File: config.mk
export PLATFORM = sky130hd
export DESIGN_NAME = fuzz_program_gen
export DESIGN_NICKNAME = d
export VERILOG_FILES = /design/src/rtl/fuzz_program_gen.sv
export SDC_FILE = /design/constraint.sdc
export NUM_CORES = 1
export LEC_CHECK = 0
export CORE_UTILIZATION = 40
export DETAILED_ROUTE_END_ITERATION = 6
export PLACE_DENSITY = 0.65
export RECOVER_POWER = 25
export SYNTH_ARGS = -nofsm -noshare
export SYNTH_HDL_FRONTEND = slang
export SYNTH_SLANG_ARGS = --single-unit
File: constraint.sdc
create_clock -name clk -period 4.85 [get_ports clk]
set_input_delay 0.97 -clock clk [delete_from_list [all_inputs] [get_ports clk]]
set_output_delay 0.97 -clock clk [all_outputs]
set_load 0.02 [all_outputs]
File: src/rtl/fuzz_program_gen.sv
// fuzz_program_gen: seeded pseudo-random ISA program transmitter with expected mu-cost accounting
// Ports:
//   clk, rst                  clock, synchronous active-high reset
//   start, seed, length       begin a program (IDLE/DONE only); seed 0 maps to 1
//   busy, done                status: streaming / program complete
//   instr_valid, instr_ready  valid/ready link to the loader or fetch port
//   instr_data, instr_index   {opcode, a, b, TAG_BYTE} word and its 0-based index
//   exp_mu_discovery/_execution, exp_num_modules  costs of accepted words
module fuzz_program_gen #(
    parameter logic [31:0] LFSR_POLY   = 32'h80200003,
    parameter int          MAX_MODULES = 64,
    parameter logic [7:0]  TAG_BYTE    = 8'hA5
) (
    input  logic        clk,
    input  logic        rst,
    input  logic        start,
    input  logic [31:0] seed,
    input  logic [7:0]  length,
    output logic        busy,
    output logic        done,
    output logic        instr_valid,
    input  logic        instr_ready,
    output logic [31:0] instr_data,
    output logic [7:0]  instr_index,
    output logic [31:0] exp_mu_discovery,
    output logic [31:0] exp_mu_execution,
    output logic [6:0]  exp_num_modules
);
    typedef enum logic [1:0] {IDLE, GEN, HALT_EMIT, DONE} state_t;
    localparam logic [31:0] HALT_WORD = {8'hFF, 16'h0000, TAG_BYTE};
    state_t state, state_n;
    logic [31:0] lfsr, lfsr_step, seed_eff, exec_inc;
    logic [7:0] len, count, op;
    logic load, accept, last, pnew_ok;

    function automatic logic [31:0] word(input logic [31:0] l);
        logic [7:0] o;
        o = (l[2:1] == 2'd0) ? 8'h00 :
            (l[2:0] == 3'd4) ? 8'h0B :
            (l[2:0] == 3'd5) ? 8'h0C :
            (l[2:0] == 3'd6) ? 8'h0E : 8'h0A;
        return (o == 8'h00) ? {o, 2'b00, l[13:8], 8'h00, TAG_BYTE} : {o, l[15:8], l[23:16], TAG_BYTE};
    endfunction

    assign seed_eff  = (seed == 32'd0) ? 32'd1 : seed;
    assign lfsr_step = lfsr[0] ? ((lfsr >> 1) ^ LFSR_POLY) : (lfsr >> 1);
    assign op        = instr_data[31:24];
    assign load      = start && (state == IDLE || state == DONE);
    assign accept    = instr_valid && instr_ready;
    // count < len whenever a GEN word is accepted, so count+1 cannot wrap here
    assign last      = (count + 8'd1) == len;
    // discovery is only charged while the module table still has room
    assign pnew_ok   = (op == 8'h00) && (exp_num_modules < 7'(MAX_MODULES));
    assign exec_inc  = (op == 8'h0A || op == 8'h0B) ? 32'd1 : (op == 8'h0C) ? 32'd3 : 32'd0;
    assign busy      = (state == GEN) || (state == HALT_EMIT);
    assign done      = (state == DONE);

    always_comb begin
        state_n = state;
        if (load)
            state_n = (length == 8'd0) ? HALT_EMIT : GEN;
        else if (accept && state == GEN && last)
            state_n = HALT_EMIT;
        else if (accept && state == HALT_EMIT)
            state_n = DONE;
    end

    always_ff @(posedge clk) begin
        if (rst)
            state <= IDLE;
        else
            state <= state_n;
    end

    always_ff @(posedge clk) begin
        if (rst) begin
            lfsr             <= 32'd0;
            len              <= 8'd0;
            count            <= 8'd0;
            instr_valid      <= 1'b0;
            instr_data       <= 32'd0;
            instr_index      <= 8'd0;
            exp_mu_discovery <= 32'd0;
            exp_mu_execution <= 32'd0;
            exp_num_modules  <= 7'd0;
        end else if (load) begin
            lfsr             <= seed_eff;
            len              <= length;
            count            <= 8'd0;
            instr_valid      <= 1'b1;
            instr_data       <= (length == 8'd0) ? HALT_WORD : word(seed_eff);
            instr_index      <= 8'd0;
            exp_mu_discovery <= 32'd0;
            exp_mu_execution <= 32'd0;
            exp_num_modules  <= 7'd0;
        end else if (accept && state == GEN) begin
            lfsr             <= lfsr_step;
            count            <= count + 8'd1;
            instr_index      <= instr_index + 8'd1;
            instr_data       <= last ? HALT_WORD : word(lfsr_step);
            exp_mu_discovery <= exp_mu_discovery + {31'd0, pnew_ok};
            exp_num_modules  <= exp_num_modules + {6'd0, pnew_ok};
            exp_mu_execution <= exp_mu_execution + exec_inc;
        end else if (accept && state == HALT_EMIT) begin
            instr_valid      <= 1'b0;
            exp_mu_execution <= exp_mu_execution + 32'd1;
        end
    end
endmodule

Word level (Yosys, flattened, before mapping)
Index checks and enable logic that the tools add are counted.
{"block": "op_classes", "n_lt_le_gt_ge": 1, "eq_ne": 14, "addsub": 6, "reduce_logical": 23, "n_bitwise": 1, "muxes": 29}
{"op": "32-bit 2-to-1 mux", "count": 10}
{"op": "24-bit 2-to-1 mux", "count": 2}
{"op": "32-bit by 1-bit adder with 32-bit output", "count": 1}
{"op": "32-bit by 1-bit adder with 32-bit output (second input constant)", "count": 1}
{"op": "32-bit by 2-bit adder with 32-bit output", "count": 1}
{"op": "32-bit logical NOT", "count": 1}
{"op": "8-bit logical NOT", "count": 4}
{"op": "8-bit by 4-bit == test with 1-bit output (second input constant)", "count": 3}
{"op": "3-bit == test (second input constant)", "count": 6}
{"op": "3-bit 2-to-1 mux", "count": 6}
{"op": "8-bit by 1-bit adder with 8-bit output (second input constant)", "count": 2}
{"op": "2-bit 2-to-1 mux", "count": 6}
{"op": "8-bit == test", "count": 1}
{"op": "4-bit 2-to-1 mux", "count": 2}
{"op": "7-bit by 1-bit adder with 7-bit output", "count": 1}
{"op": "7-bit < comparator (second input constant)", "count": 1}
{"op": "1-bit logical AND", "count": 6}
{"op": "2-bit logical NOT", "count": 3}
{"op": "2-bit nonzero test", "count": 3}
{"op": "2-bit == test (second input constant)", "count": 2}
{"op": "3-bit inverter with 4-bit output", "count": 1}
{"op": "1-bit logical OR", "count": 3}
{"op": "1-bit 2-to-1 mux", "count": 3}
{"op": "3-bit nonzero test", "count": 1}
{"op": "other kinds (4)", "count": 4}
{"block": "totals", "inputBits": 44, "register_bits": 162, "out_inout_bits": 114}

Logic depth before layout (Yosys ltp)
Gate-level depths: netlist of run 1.
{"block": "depth", "word_depth": 12, "mapped_depth": 14, "mapped_depth_nobuf": 11}

Worst setup path before layout of run 1
No wires, ideal clock.
{"block": "synth_timing", "path_kind": "input port to flip-flop", "start": "input instr_ready", "end": "register exp_mu_execution[30]", "setup_ps": 135, "n_path_buf": 4, "required_time_ps": 4715, "stages": 11, "path_slack_ps": 1254, "arrival_ps": 3461, "path_cell_list": "buf_2 -> and3_1 -> clkbuf_1 -> clkbuf_1 -> nand4_1 -> fa_1 -> nor2_1 -> nand4_1 -> clkbuf_1 -> o311ai_0 -> o41ai_1"}
{"block": "synth_via", "elab_chain_cells": 3}
{"item": "start: declaration", "line": "22", "rtl": "input logic instr_ready,"}
{"item": "1-bit logical AND *", "line": "49", "rtl": "assign accept = instr_valid && instr_ready;"}
{"item": "1-bit logical AND (on tied branches)", "line": "96, 104"}
{"item": "32-bit 2-to-1 mux or 2-bit nonzero test (tied branches)"}
{"item": "end signal: assignment", "line": "103", "rtl": "exp_mu_execution <= exp_mu_execution + exec_inc;"}
{"item": "end signal: assignment", "line": "106", "rtl": "exp_mu_execution <= exp_mu_execution + 32'd1;"}
{"item": "end: declaration", "line": "26", "rtl": "output logic [31:0] exp_mu_execution,"}
Every way passes the cells marked *; elsewhere a longest branch is shown, timed or not.
A chain may end at the register's enable or synchronous reset.

Worst setup path after layout of run 1
{"block": "layout_timing", "start": "input start", "end": "register instr_data[25]"}
{"block": "layout_via", "elab_chain_cells": 2}
{"item": "start: declaration", "line": "16", "rtl": "input logic start,"}
{"item": "1-bit logical AND *", "line": "48", "rtl": "assign load = start && (state == IDLE || state == DONE);"}
{"item": "32-bit 2-to-1 mux or 2-bit nonzero test (tied branches)"}
{"item": "end signal: assignment", "line": "91", "rtl": "instr_data <= (length == 8'd0) ? HALT_WORD : word(seed_eff);"}
{"item": "end signal: assignment", "line": "100", "rtl": "instr_data <= last ? HALT_WORD : word(lfsr_step);"}
{"item": "end: declaration", "line": "23", "rtl": "output logic [31:0] instr_data,"}
Marked as above.

==> results of run 1 <==
-- report_power, final --
| part | total (mW) | internal, mW | switching (mW) |
|---|---|---|---|
| Sequential | 1.44 | 1.36 | 0.0893 |
| Combinational | 0.720 | 0.289 | 0.431 |
| Clock | 1.31 | 0.777 | 0.534 |
-- worst reg2reg max path, cell delays in order (launching register included) --
cell      delay, ps
dfxtp_1         380
inv_1            60
ha_1            340
nand2_2         310
clkbuf_1       1940
and3_1          370
o21ai_0         100
a21oi_1         130
-- kinds of logic (layout without fill, tap and decap cells) --
| kind of cell | count (synthesis) | count (layout) |
|---|---|---|
| flops | 152 | 152 |
| other cells | 1 | 5 |
| simple gates | 418 | 418 |
| buf+inv | 83 | 211 |
| xor+xnor | 67 | 67 |
| mux | 4 | 4 |
| compound gates | 167 | 167 |
| fa+ha+maj | 12 | 12 |
-- cell type report --
cell class / count / area (µm²)
fillers: 1743 / 8470
flip-flops and latches: 152 / 3040
repair buffers: 161 / 1590
clock inverters: 9 / 90.1
diodes: 1 / 2.50
inverters: 18 / 67.6
multi-input cells: 672 / 3970
well taps: 229 / 287
clock buffers: 23 / 498
-- state kept, by name, indices dropped and copies added, names as in the netlist --
register,flops
count,8
exp_mu_discovery,32
exp_mu_execution,32
exp_num_modules,7
instr_data,22
instr_index,8
instr_valid,1
len,8
lfsr,32
state,2
-- cells in the mapped netlist (4+ instances only) --
cell       number  share of area [%]
nor2_1        118                6.0
nor2b_1         4               0.34
or3_2           4               0.41
buf_4          13                1.3
nor3_1         12               0.81
xor2_1         35                4.2
nand4_1        24                2.0
and2_1          5               0.42
nand4bb_1       8                1.2
inv_1          18               0.92
and4_1          8               0.95
nor4_1         19                1.6
xnor2_1        32                3.8
and3_1         13                1.1
or3_1           8               0.68
a21o_1         10                1.0
o21ai_0        29                2.0
ha_1           11                1.9
nand2_1       140                7.1
o22ai_1        10               0.85
dfxtp_1       152                 41
buf_2           4               0.27
or4_1          13                1.3
clkbuf_1       44                2.2
o211ai_1       13                1.3
nand3_1        28                1.9
a21oi_1        44                3.0
a311oi_1       29                3.4
-- metal layers --
metal | vias to the layer above | part of all wire (%) | global-route usage [%]
met5 | - | 0 | 0
met4 | 0 | 1.1 | 6.40
met2 | 197 | 46 | 32.8
met3 | 14 | 6.1 | 4.64
met1 | 3219 | 47 | 29.1
li1 | 3445 | - | -
-- per-stage QoR --
step           std cells  total power [mW]  setup slack, ps  utilization, %  area (µm²)
2_1_floorplan        907              1.93             1250               -        7380
3_3_place_gp        1232              2.20             1050            49.8        8980
3_5_place_dp        1232              2.20              929            49.8        8980
4_1_cts             1264              3.52             1370            53.1        9570
5_1_grt             1264              3.65              524            53.0        9550
6_report            1265              3.48              802            53.0        9550
-- final timing paths --
check                        startpoint                          end  slack [ps]  cells past startpoint
setup / recovery                  start  instr_data[25]$_SDFFE_PP0P_         800                      6
setup reg to reg  state[0]$_SDFFE_PP0P_  instr_data[25]$_SDFFE_PP0P_        1140                      7
hold reg to reg     len[6]$_SDFFE_PP0P_          len[6]$_SDFFE_PP0P_         470                      2
hold / removal      len[6]$_SDFFE_PP0P_          len[6]$_SDFFE_PP0P_         470                      2
==> impl_metrics.csv, run 1 <==
group,metric,value,unit
run_status,run_status,"complete, but fails checks",
run_status,violations,"max-capacitance violations, max-slew violations",
synthesis,muxShareOfSynthArea,0.560,%
critical_path,critPathCaptureType,"flop",
synthesis,syn_inst,904,
critical_path,crit_buf_inv,2,
global_route,gr-total-overflow,0,
cts,cts_max_path_buffers,2,
critical_path,critPathTopFamily,"buffers and inverters",
timing,hold_viol,0,
critical_path,arrival,4400,ps
cts,htreeDepth,4,
cts,clk_pin_slew_worst_paths,60,ps
global_route,grt_pass1_wl,31500,µm
timing,min_period,4050,ps
pwr,p_leak,3.39,nW
die,die_w,138,µm
critical_path,cpPeakStageDelay,1940,ps
place,numPortBuffers,153,
final_layout,nNetsFinal,1078,
synthesis,synth_compound_area_share,15.5,%
cts,post_cts_resized,0,
global_route,antenna_found_initial,0,
timing,fin_worst_skew,8.16,ps
routing,dr.pass1.iters,5,
critical_path,cp.required,5200,ps
cts,numCtsBuffers,17,
routing,drc,0,
routing,antenna_left,0,
cts,cts.sinks,152,
die,io_pins,158,
die,initial_core_util,40.9,%
cts,hold_buffers,0,
timing,fin_hold_ws,470,ps
synthesis,synth_xor_xnor_area_share,7.96,%
job,cap_violations,2,
critical_path,crit_path_max_fanout,65,
critical_path,cp-start-kind,"input port",
routing,via_count,6875,
global_route,grt_max_degree,84,
critical_path,path_cells,"dlygate4sd3_1 > nand2_2 > clkbuf_1 > and3_1 > o21ai_0 > a21oi_1",
cts,cts_root_buffer,"clkbuf_16",
final_layout,final_common_cell,"dfxtp_1",
timing,rsz0062_at_grt,"no",
final_layout,final_layout_size_suffix_gt1_share,5.41,%
synthesis,ys_warn_count,0,
synthesis,synth_edf_count,0,
routing,route.detailed.wl_per_inst,15.4,µm
cts,clk_latency,420,ps
final_layout,final_cell_mix,"152 x dfxtp_1, 139 x nand2_1, 126 x clkdlybuf4s50_1, 118 x nor2_1, 44 x a21oi_1",
cts,cts_tree,"built",
synthesis,synth-simple-area-share,27.5,%
synthesis,synth_ff_type,"dfxtp_1",
timing,finalSetupViolCount,0,
timing,slew_viol_final,111,
global_route,gr-usage-all-layers,21.1,%
critical_path,path_class,"in2reg",
die,coreArea,18000,µm²
die,placementRows,49,
routing,first_iter_violations,529,
timing,fin_setup_tns,0,ps
synthesis,seq_area_frac_synth,41.3,%
die,dieArea,19000,µm²
timing,fmax,247,MHz
critical_path,crit_slowest_cell,"clkbuf_1",
hold_path,hold_path_class,"reg2reg",
pwr,pwr_density_cell,364,nW/µm²
routing,routed_wl,19400,µm
synthesis,synthDistinctLibCells,60,
synthesis,synth.avg_cell_area,8.15,µm²
synthesis,synth-adder-area-share,2.14,%
timing,relSlewSlack,-78.0,%
timing,fin_crit_sh,83.5,%
synthesis,synthArstFlopShare,0,%
cts,cts_setup_buffers,0,
synthesis,ys_seq_elements,152,
place,dp_hpwl,13100,µm
synthesis,synthesis.area,7370,µm²
timing,worst_slew_pin_slew,2670,ps
routing,viasPerCell,5.43,
global_route,grt_pass1_vias,6210,
synthesis,synth_top_family_by_area,"simple AND/OR/NAND/NOR gates",
die,die_y,138,µm
pwr,ir_worst_vdd,0.000305,V
final_layout,area_growth,29.6,%
place,routabilityCongestion,0.812,
Note: power is estimated with default switching activity, not from simulation.
==> run 2: changes to the inputs <==
- clock period: 4.85 -> 4.23 ns (I/O delays scaled with it)
==> run 2 against run 1 <==
  * The flow now finishes without violations
  * Clock skew rose by 1.5 ps
  * Utilization increased by 0.30 points
  * Largest cell class unchanged
  * Clock-buffer cell count decreased by 4
  * Die area unchanged
  * Sequential share of layout area decreased by 0.18 points
  * Worst hold slack got worse by 4.0 ps
  * Cell area up 0.56%
  * Global-route usage down 0.60 points
  * Sequential cell count stayed put
  * Non-clock buffer count grew 1
  * Via count decreased by 0.60%
  * Power grew 19%
==> impl_metrics.csv, run 2 (same netlist as run 1, synthesis figures left out) <==
group,metric,value,unit
global_route,antenna_found_initial,0,
timing,hold_viol,0,
die,coreArea,18000,µm²
routing,dr.pass1.iters,5,
final_layout,diodes,0,
critical_path,critPathMostFrequentCell,"nand4_1",
cts,htreeDepth,4,
final_layout,final_cell_mix,"152 x dfxtp_1, 140 x nand2_1, 118 x nor2_1, 101 x clkdlybuf4s50_1, 51 x dlygate4sd3_1",
die,initial_core_util,40.9,%
final_layout,nNetsFinal,1079,
cts,cts_max_path_buffers,2,
global_route,grt_pass1_wl,30800,µm
timing,slew_viol_final,0,
die,die_y,138,µm
cts,numCtsBuffers,17,
critical_path,arrival,3730,ps
global_route,gr-total-overflow,0,
final_layout,reg_top3,"exp_mu_discovery: 32 flops, exp_mu_execution: 32 flops, lfsr: 32 flops",
routing,route.detailed.wl_per_inst,15.2,µm
timing,min_period,3430,ps
pwr,switching_share,29.8,%
global_route,grt_max_degree,68,
run_status,run_status,"finished clean",
pwr,ir_worst_vdd,0.000312,V
timing,fin_worst_skew,9.61,ps
cts,cts.sinks,152,
global_route,grt_pass1_vias,6050,
place,routabilityCongestion,0.776,
critical_path,cp-start-kind,"input port",
timing,post-route-worst-setup-slack,798,ps
cts,cts_root_buffer,"clkbuf_16",
timing,fmax,291,MHz
die,dieArea,19000,µm²
cts,post_cts_resized,0,
place,dp_hpwl,13300,µm
pwr,intPower,2.89,mW
critical_path,crit_slowest_cell,"clkdlybuf4s50_1",
timing,rsz0062_at_grt,"no",
pwr,pwr-share-clk,40.0,%
final_layout,utilization,53.3,%
pwr,comb_power_share,19.9,%
routing,drc,0,
job,cap_violations,0,
cts,cts_tree,"built",
cts,cts_setup_buffers,0,
routing,viasPerCell,5.40,
routing,via_count,6834,
global_route,gr-usage-all-layers,20.5,%
place,place_ws,401,ps
critical_path,cpPeakStageDelay,640,ps
die,placementRows,49,
routing,routed_wl,19300,µm
critical_path,cp.required,4520,ps
cts,clk_latency,430,ps
critical_path,path_cells,"clkdlybuf4s50_1 > and3_2 > nand4_1 > fa_1 > nor2_1 > nand4_1 > o311ai_0 > o41ai_1",
timing,relSlewSlack,4.34,%
final_layout,final_common_cell,"dfxtp_1",
routing,antenna_left,0,
die,die_w,138,µm
critical_path,critPathCaptureType,"flop",
final_layout,final_layout_size_suffix_gt1_share,5.60,%
cts,hold_buffers,0,
cts,clk_pin_slew_worst_paths,60,ps
timing,finalSetupViolCount,0,
pwr,pwr_density_cell,429,nW/µm²
place,numPortBuffers,153,
hold_path,hold_path_class,"reg2reg",
pwr,switching_power,1.23,mW
pwr,p_leak,3.50,nW
final_layout,area_growth,30.4,%
timing,worst_slew_pin_slew,1430,ps
critical_path,path_class,"in2reg",
pwr,seqPwrFrac,40.1,%
routing,first_iter_violations,424,
critical_path,crit_path_max_fanout,11,
timing,fin_crit_sh,81.1,%
die,io_pins,158,
timing,fin_setup_tns,0,ps
==> run 2: cell types whose count changed in the layout (fill, tap and decap cells not counted), sizes merged <==
cell,change
buf,-1
bufinv,+3
clkbuf,-2
clkdlybuf4s50,-25
clkinv,-1
clkinvlp,+1
diode,-1
dlygate4sd3,+25
inv,+1
==> run 2: critical path, delay by kind of cell <==
family / cells / cell delay [ps]
simple gates: 4 / 1170
fa+ha+maj: 1 / 470
compound gates: 2 / 600
buf+inv: 1 / 640
==> run 2: layout make-up <==
| class | instances | area (µm²) |
|---|---|---|
| Sequential cell | 152 | 3040 |
| Inverter | 18 | 67.6 |
| Fill cell | 1723 | 8420 |
| Clock buffer | 19 | 443 |
| Clock inverter | 13 | 195 |
| Tap cell | 229 | 287 |
| Multi-Input combinational cell | 672 | 3980 |
| Timing Repair Buffer | 162 | 1590 |
==> run 2: per-stage QoR <==
stage	hold slack [ps]	cell area, µm²	instances	power, mW
after floorplan	448	7380	907	2.21
after global placement	456	8990	1233	2.52
after detailed placement	462	8990	1233	2.52
after CTS	470	9620	1265	4.17
after global routing	500	9610	1265	4.30
final	466	9610	1265	4.12
==> run 2: power by group through the flow <==
| stage | sequential [mW] | combinational, mW | clock, mW |
|---|---|---|---|
| floorplan | 1.71 | 0.497 | 0 |
| global placement | 1.69 | 0.831 | 0 |
| detailed placement | 1.69 | 0.836 | 0 |
| CTS | 1.66 | 0.841 | 1.67 |
| global route | 1.67 | 0.900 | 1.73 |
| finish | 1.65 | 0.818 | 1.65 |
==> run 2: path summary, 6_finish.rpt <==
path                    startpoint                                end  slack [ps]  depth (start not counted)
min reg2reg    len[0]$_SDFFE_PP0P_                len[0]$_SDFFE_PP0P_         470                          2
min            len[0]$_SDFFE_PP0P_                len[0]$_SDFFE_PP0P_         470                          2
max                    instr_ready  exp_mu_execution[30]$_SDFFE_PP0P_         800                          8
max reg2reg  state[0]$_SDFFE_PP0P_  exp_mu_execution[24]$_SDFFE_PP0P_        1120                          6
==> run 2: layer usage <==
layer | track usage [%] | vias up | part of all wire [%]
li1 | - | 3440 | -
met1 | 27.5 | 3208 | 48
met2 | 33.6 | 163 | 46
met3 | 3.64 | 23 | 5.0
met4 | 5.80 | 0 | 1.1
met5 | 0 | - | 0
==> run 3: changes to the inputs <==
- clock period: 4.23 -> 3.27 ns (I/O delays scaled with it)
==> run 3 against run 2 <==
  * Clock-buffer cell count decreased by 1
  * First-iteration DRC count is 1.2% lower
  * Die area is the same
  * Critical path type unchanged
  * Highest routed layer unchanged
==> impl_metrics.csv, run 3 (same netlist as run 1, synthesis figures left out) <==
group,metric,value,unit
run_status,run_status,"finished clean",
routing,viasPerCell,5.41,
critical_path,path_class,"in2reg",
critical_path,crit_slowest_cell,"clkdlybuf4s50_1",
die,coreArea,18000,µm²
cts,clk_latency,420,ps
cts,cts_tree,"built",
cts,cts_root_buffer,"clkbuf_16",
global_route,grt_pass1_wl,31300,µm
die,die_y,138,µm
critical_path,path_cells,"clkdlybuf4s50_1 > and3_2 > nand4_1 > fa_1 > nor2_1 > nand4_1 > o311ai_0 > o41ai_1",
critical_path,cp.required,3550,ps
global_route,gr-total-overflow,0,
global_route,grt_util_met3,3.97,%
timing,hold_viol,0,
critical_path,cp-start-kind,"input port",
final_layout,diodes,0,
timing,rsz0062_at_grt,"no",
global_route,met2_usage,34.0,%
routing,via_count,6895,
timing,fin_worst_skew,8.92,ps
global_route,grt.busiest_layer,"met2",
critical_path,critPathTopFamily,"simple AND/OR/NAND/NOR gates",
final_layout,nFillCells,1695,
timing,finalSetupViolCount,0,
timing,slew_viol_final,0,
routing,route.detailed.wl_per_inst,15.3,µm
final_layout,area_growth,30.5,%
place,numPortBuffers,153,
job,cap_violations,0,
timing,fmax,335,MHz
place,routabilityCongestion,0.809,
global_route,met1_usage,28.3,%
critical_path,critPathMostFrequentCell,"nand4_1",
cts,numCtsBuffers,17,
critical_path,cpPeakStageDelay,650,ps
die,die_w,138,µm
routing,first_iter_violations,419,
final_layout,final_layout_size_suffix_gt1_share,6.79,%
timing,fin_hold_ws,473,ps
cts,hold_buffers,0,
timing,min_period,2990,ps
die,dieArea,19000,µm²
routing,dr.pass1.iters,5,
final_layout,reg_top3,"exp_mu_discovery: 32 flops, exp_mu_execution: 32 flops, lfsr: 32 flops",
hold_path,hold_path_class,"reg2reg",
critical_path,crit_buf_inv,1,
timing,worst_slew_pin_slew,909,ps
critical_path,critPathCaptureType,"flop",
die,initial_core_util,40.9,%
cts,clk_pin_slew_worst_paths,70,ps
global_route,grt_pass1_vias,6201,
cts,htreeDepth,4,
pwr,p_leak,3.53,nW
cts,cts_max_path_buffers,2,
timing,fin_setup_tns,0,ps
cts,post_cts_resized,0,
pwr,ir_worst_vdd,0.000395,V
global_route,gr-usage-all-layers,20.9,%
critical_path,crit_path_max_fanout,9,
routing,antenna_left,0,
critical_path,reg2reg_slack,470,ps
timing,post-route-worst-setup-slack,285,ps
routing,routed_wl,19500,µm
die,io_pins,158,
global_route,antenna_found_initial,0,
cts,cts_setup_buffers,0,
pwr,pwr_density_cell,536,nW/µm²
timing,fin_crit_sh,91.3,%
final_layout,nNetsFinal,1088,
cts,cts.sinks,152,
critical_path,arrival,3270,ps
routing,drc,0,
final_layout,final_common_cell,"dfxtp_1",
final_layout,final_cell_mix,"152 x dfxtp_1, 138 x nand2_1, 118 x nor2_1, 97 x clkdlybuf4s50_1, 55 x dlygate4sd3_1",
timing,relSlewSlack,39.4,%
global_route,grt_max_degree,56,
die,placementRows,49,
place,dp_hpwl,13500,µm
place,place_ws,-36.5,ps
## run 3: cell count changes in the layout (fill, tap and decap cells not counted), moves of 3 or more
cell and delta:
bufinv_16 -3, inv_6 +3, clkinv_4 -3, buf_4 +13, dlygate4sd3_1 +4, clkinvlp_4 +3, clkdlybuf4s50_1 -4
## run 3: stage by stage
step	cells	power, mW	utilization (%)	cell area [µm²]
after floorplan	907	2.86	-	7380
after global placement	1242	3.27	50.2	9040
after detailed placement	1242	3.28	50.2	9040
after CTS	1274	5.22	53.4	9620
after global routing	1274	5.40	53.3	9620
final	1274	5.15	53.3	9620
## run 3: worst register-to-register path, delay by kind of cell (launching register included)
| family | cells | cell delay [ps] |
|---|---|---|
| adder cells (fa/ha/maj) | 2 | 540 |
| buffers and inverters | 2 | 120 |
| AND/OR/NAND/NOR | 4 | 910 |
| AO/OA/AOI/OAI | 3 | 710 |
| flip-flops | 1 | 400 |
## run 3: path summary, 6_finish.rpt
path / startpoint / depth (start not counted) / end
max reg2reg: state[1]$_SDFFE_PP0P_ / 11 / exp_mu_execution[29]$_SDFFE_PP0P_
min: len[7]$_SDFFE_PP0P_ / 2 / len[7]$_SDFFE_PP0P_
min reg2reg: len[7]$_SDFFE_PP0P_ / 2 / len[7]$_SDFFE_PP0P_
max: instr_ready / 8 / exp_mu_execution[30]$_SDFFE_PP0P_
## run 3: cell type report
type / instances / area (µm²) / area share (%)
well taps: 229 / 287 / 2.98
multi-input cells: 672 / 3980 / 41.4
repair buffers: 171 / 1660 / 17.2
clock buffers: 18 / 439 / 4.57
clock inverters: 14 / 139 / 1.44
inverters: 18 / 67.6 / 0.703
flip-flops and latches: 152 / 3040 / 31.6
## run 3: report_power, final
group,switching [mW],leakage (nW),internal [mW],total [mW]
combinational,0.642,2.02,0.434,1.08
clock,0.854,0.265,1.09,1.94
sequential,0.129,1.24,2.01,2.14
total,1.62,3.53,3.53,5.15
## run 3: metal layers
layer	up-vias	wire length, µm
met2	173	9110
met5	-	0
met4	0	152
met3	17	918
li1	3466	-
met1	3239	9280
==> variant 1, RTL diff (config.mk and constraints of run 1) <==
Make the reset (`rst`) asynchronous in 2 clocked blocks. Comments in the files are not updated.
--- a/src/rtl/fuzz_program_gen.sv
+++ b/src/rtl/fuzz_program_gen.sv
@@ -67,3 +67,3 @@
 
-    always_ff @(posedge clk) begin
+    always_ff @(posedge clk or posedge rst) begin
         if (rst)
@@ -74,3 +74,3 @@
 
-    always_ff @(posedge clk) begin
+    always_ff @(posedge clk or posedge rst) begin
         if (rst) begin
Formal check against the unedited RTL: differs if rst is asserted again (counterexample within 4 cycles, from zero or initial values and one cycle with rst high); with rst held inactive, the same outputs for 4 cycles.
==> variant 1 against run 1 <==
- the run still ends with max-capacitance violations, max-slew violations left
- fmax increased by 11%
- register-to-register slack improved by 0.51 ns
- die area rose by 4.7%
- critical path depth down 3
- worst setup slack gained 0.41 ns
- cell area grew 4.7%
- synthesized area increased by 4.8%
- global-route usage down 1.2 points
- synthesized cell count shrank 6.3%
- routed wire length down 2.0%
- sequential cell count is the same
- highest routed layer unchanged
Power is not compared: it rests on default switching activity, and its combinational part moved more than twofold at a synthesized area within 25%.
==> variant 1: results (changes against run 1) <==
| Metric | Value |
|---|---|
| Outcome | complete, but fails checks |
| Failing checks | max-capacitance violations, max-slew violations |
| CP startpoint | rst |
| WL/cell | 15.24 um (-0.76%) |
| Placed Cells incl. Taps | 1,217 (-1.2%) |
| Num CTS Buffers | 17 (unchanged) |
| Count of cell types in the netlist | 54 (-10%) |
| Synth area leaders | dfrtp_1, nand2_1, nor2_1 |
| R2R depth | 11 (+4) |
| Met2 WL | 8516 um (-3.7%) |
| Initial DRC count | 323 (-39%) |
| Hold crit path type | reg2reg |
| Number of max-cap violations | 2 (unchanged) |
| Diodes inserted | 0 (-1) |
| Cell count after synthesis | 847 (-6.3%) |
| Max FO, Critical Path | 61 (-6.2%) |
| Multiplexer share of the synthesized area | 1.442% (+0.88 points) |
| Critical Path Max Stage Delay | 1.29 ns (-0.65 ns) |
| First-pass GRT wire length | 31,450 um (about the same) |
| Share of async-settable or async-resettable flops after synthesis | 100.0% (+100 points) |
| Vias in the first global route | 6,045 (-2.7%) |
| Synth Area in Adders | 2.041% (-0.098 points) |
| Synth top cells by count | dfrtp_1, nand2_1, nor2_1 |
| DP Area | 0.009435 sq mm (+5.1%) |
| GRT Overall Usage | 19.97% (-1.2 points) |
| Pre-CTS setup slack | 0.8459 ns (-0.08321 ns) |
| Nets | 1,032 (-4.3%) |
| Met3 routed WL | 981 um (-17%) |
| Rel. slew slack | -17.84% (+60 points) |
| Xor and xnor area share after synthesis | 9.300% (+1.3 points) |
| Vias | 6,434 (-6.4%) |
| Clock slew at the register clock pins of the worst setup and hold paths | 0.06 ns (about the same) |
| Final Wtd Congestion | 0.8178 (+0.73%) |
| Clock Skew | 0.009074 ns (+0.0009167 ns) |
| Final-report max-slew violation count | 102 (-8.1%) |
| CP max-delay cell | clkbuf_2 |
| Combinational power share | 37.1% |
| Hold Path Origin | len[4] |
| Routing usage on met2 | 30.71% (-2.1 points) |
| CTS resizes | 0 (unchanged) |
| RR Startpoint | state[1] |
| Share of cells above drive strength 1 | 6.471% (+1.1 points) |
| Synth Area in Compound Gates | 9.219% (-6.3 points) |
| Register area share after synthesis | 49.25% (+8.0 points) |
| Met3 usage | 4.280% (-0.36 points) |
| Final WL | 19,040 um (-2.0%) |
| Dpl hpwl | 13,090 um (-0.20%) |
| DRT met1 WL | 9345 um (+1.9%) |
| GR Util met1 | 28.37% (-0.71 points) |
variant 1: cell types whose count changed after synthesis, sizes merged, moves of 10 or more:
cell and delta:
a21oi -23, a311oi -29, a31oi +29, clkbuf -11, dfrtp +152, dfxtp -152
o22ai -10, or4 -13, xnor2 +12
variant 1: final cells by class:
type | instances | area, sq um
inverter | 11 | 42.54
multi-input combinational | 634 | 3652
timing repair buffer | 160 | 1579
tap | 260 | 325.3
clock buffer | 19 | 442.9
clock inverter | 13 | 152.6
fill | 1738 | 8832
sequential | 152 | 3804
variant 1: worst max-delay path: cells and delay by family:
family	cells	cell delay, ns
buffers and inverters	3	2.85
variant 1: worst paths after layout:
kind | end | slack (ns)
max in group clk | exp_mu_execution[30] | 1.27
min in group asynchronous | exp_mu_discovery[24] | 1.44
worst min-delay path | len[4] | 0.50
worst max register to register | exp_mu_execution[30] | 1.65
worst max-delay path | instr_data[13] | 1.21
worst min register to register | len[4] | 0.50
==> variant 2, RTL diff (settings of run 1) <==
Made on the original files. Change the parameter `TAG_BYTE` from 8'hA5 to 8'h80.
--- a/src/rtl/fuzz_program_gen.sv
+++ b/src/rtl/fuzz_program_gen.sv
@@ -11,3 +11,3 @@
     parameter int          MAX_MODULES = 64,
-    parameter logic [7:0]  TAG_BYTE    = 8'hA5
+    parameter logic [7:0]  TAG_BYTE    = 8'h80
 ) (
Behaviour: not the same (Yosys sat finds a counterexample within 4 cycles, from zero or initial values and one cycle with rst high).
==> variant 2 against run 1 <==
- cell area down 3.0%
- worst setup slack gained 0.48 ns
- sequential cell count stayed put
- critical path type unchanged
- critical endpoint is now exp_mu_execution[22]
- non-clock buffer count fell by 2
- die area decreased by 3.6%
- synthesized cell count down 3.0%
- utilization grew 0.57 points
- power is 2.0% lower
- synthesized area decreased by 3.6%
- register-to-register slack gained 0.61 ns
- routed wire length decreased by 7.6%
- fmax increased by 13%
==> variant 2: results (changes against run 1) <==
| Metric | Value |
|---|---|
| Vias in the first global route | 5,979 (-3.7%) |
| CP top delay family | simple AND/OR/NAND/NOR gates |
| Share of cells above drive strength 1 | 4.640% (-0.77 points) |
| Share of async-settable or async-resettable flops after synthesis | 0% (unchanged) |
| Synth area leaders | dfxtp_1, xor2_1, nand2_1 |
| Pin count of the biggest net entering global routing | 66 (-21%) |
| Pleak | 3.369 nW (-0.58%) |
| Count of cell types in the netlist | 48 (-20%) |
| Num CTS Buffers | 17 (unchanged) |
| Register area share after synthesis | 42.85% (+1.6 points) |
| Initial DRC count | 386 (-27%) |
| Final Wtd Congestion | 0.7691 (-5.3%) |
| WL/cell | 14.51 um (-5.5%) |
| Dpl hpwl | 12,240 um (-6.7%) |
| First-pass GRT wire length | 29,700 um (-5.6%) |
| Filler cells | 1,661 (-4.7%) |
| Critical Path Max Stage Delay | 0.62 ns (-1.32 ns) |
| Slew at the pin closest to its max-slew limit | 1.393 ns (-1.278 ns) |
| Pre-CTS setup slack | 0.8301 ns (-0.09904 ns) |
| Diodes inserted | 0 (-1) |
| Max FO, Critical Path | 7 (-89%) |
| Worst vdd ir | 0.2646 mV (-13%) |
| Vias/cell | 5.189 (-4.5%) |
| Clock Skew | 0.009555 ns (+0.001397 ns) |
| Nets | 1,056 (-2.0%) |
| PortBufs | 150 (-2.0%) |
| GRT Overall Usage | 20.38% (-0.75 points) |
| Outcome | finished clean |
| CP max-delay cell | nor3_1 |
==> variant 2: cell types whose count changed in the layout (fill, tap and decap cells not counted), moves of 7 or more <==
| cell | run 1 | this run |
|---|---|---|
| xor2_1 | 35 | 68 |
| nor2_1 | 118 | 141 |
| o21ai_0 | 29 | 12 |
| o31a_1 | 0 | 16 |
| nor3_1 | 12 | 27 |
| xnor2_1 | 32 | 17 |
| or4_1 | 13 | 0 |
| o211ai_1 | 13 | 3 |
| o22ai_1 | 10 | 0 |
| a21o_1 | 10 | 2 |
| nand4bb_1 | 8 | 1 |
==> variant 2: final timing paths <==
check,end,slack (ns),start,depth (start not counted)
max reg2reg,exp_mu_execution[22],1.75,state[1],12
min,len[7],0.47,len[7],2
min reg2reg,len[7],0.47,len[7],2
max,exp_mu_execution[22],1.28,instr_ready,9
==> variant 2: worst min-delay path, cell delays in order, from the launching register on <==
cell	delay (ns)
dfxtp_1	0.32
nand2_1	0.05
a21oi_1	0.05
==> variant 2: area by class of cell <==
cell class / instances / area [sq um] / area share (%)
Clock buffer: 18 / 439.2 / 4.739
Clock inverter: 14 / 137.6 / 1.485
Inverter: 13 / 48.80 / 0.5266
Multi-Input combinational cell: 657 / 3756 / 40.53
Sequential cell: 152 / 3043 / 32.84
Tap cell: 225 / 281.5 / 3.038
Timing Repair Buffer: 159 / 1560 / 16.84
==> variant 2: cells by family (layout without fill, tap and decap cells) <==
logic type	after synthesis	count (layout)	share of synthesized area [%]
buffers and inverters	74	204	4.598
DFF	152	152	42.85
adders and majority gates	12	12	2.220
muxes	4	4	0.5814
and+or+nand+nor	426	426	27.03
other	1	7	0.05280
xor gates and xnor gates	85	85	10.48
AOI/OAI and AO/OA	123	123	12.19
==> variant 2: metal layers <==
| layer | up-vias | track usage, % | wire, um |
|---|---|---|---|
| met5 | - | 0 | 0 |
| met4 | 0 | 5.993 | 159 |
| met3 | 15 | 4.901 | 1069 |
| met2 | 166 | 32.42 | 8097 |
| met1 | 2995 | 27.25 | 8633 |
| li1 | 3248 | - | - |
==> variant 2: per-stage QoR <==
step | util [%] | cell area (sq um) | total power, mW | std cells
after detailed placement | 50.29 | 8698 | 2.140 | 1206
after floorplan | - | 7124 | 1.901 | 883
final | 53.57 | 9266 | 3.406 | 1238
after CTS | 53.62 | 9275 | 3.457 | 1238
after global routing | 53.57 | 9266 | 3.574 | 1238
after global placement | 50.29 | 8698 | 2.137 | 1206
==> variant 2: report_power, final <==
part	internal, mW	switching, mW
combinational	0.264	0.408
sequential	1.35	0.0800
clock	0.733	0.571
total	2.35	1.06
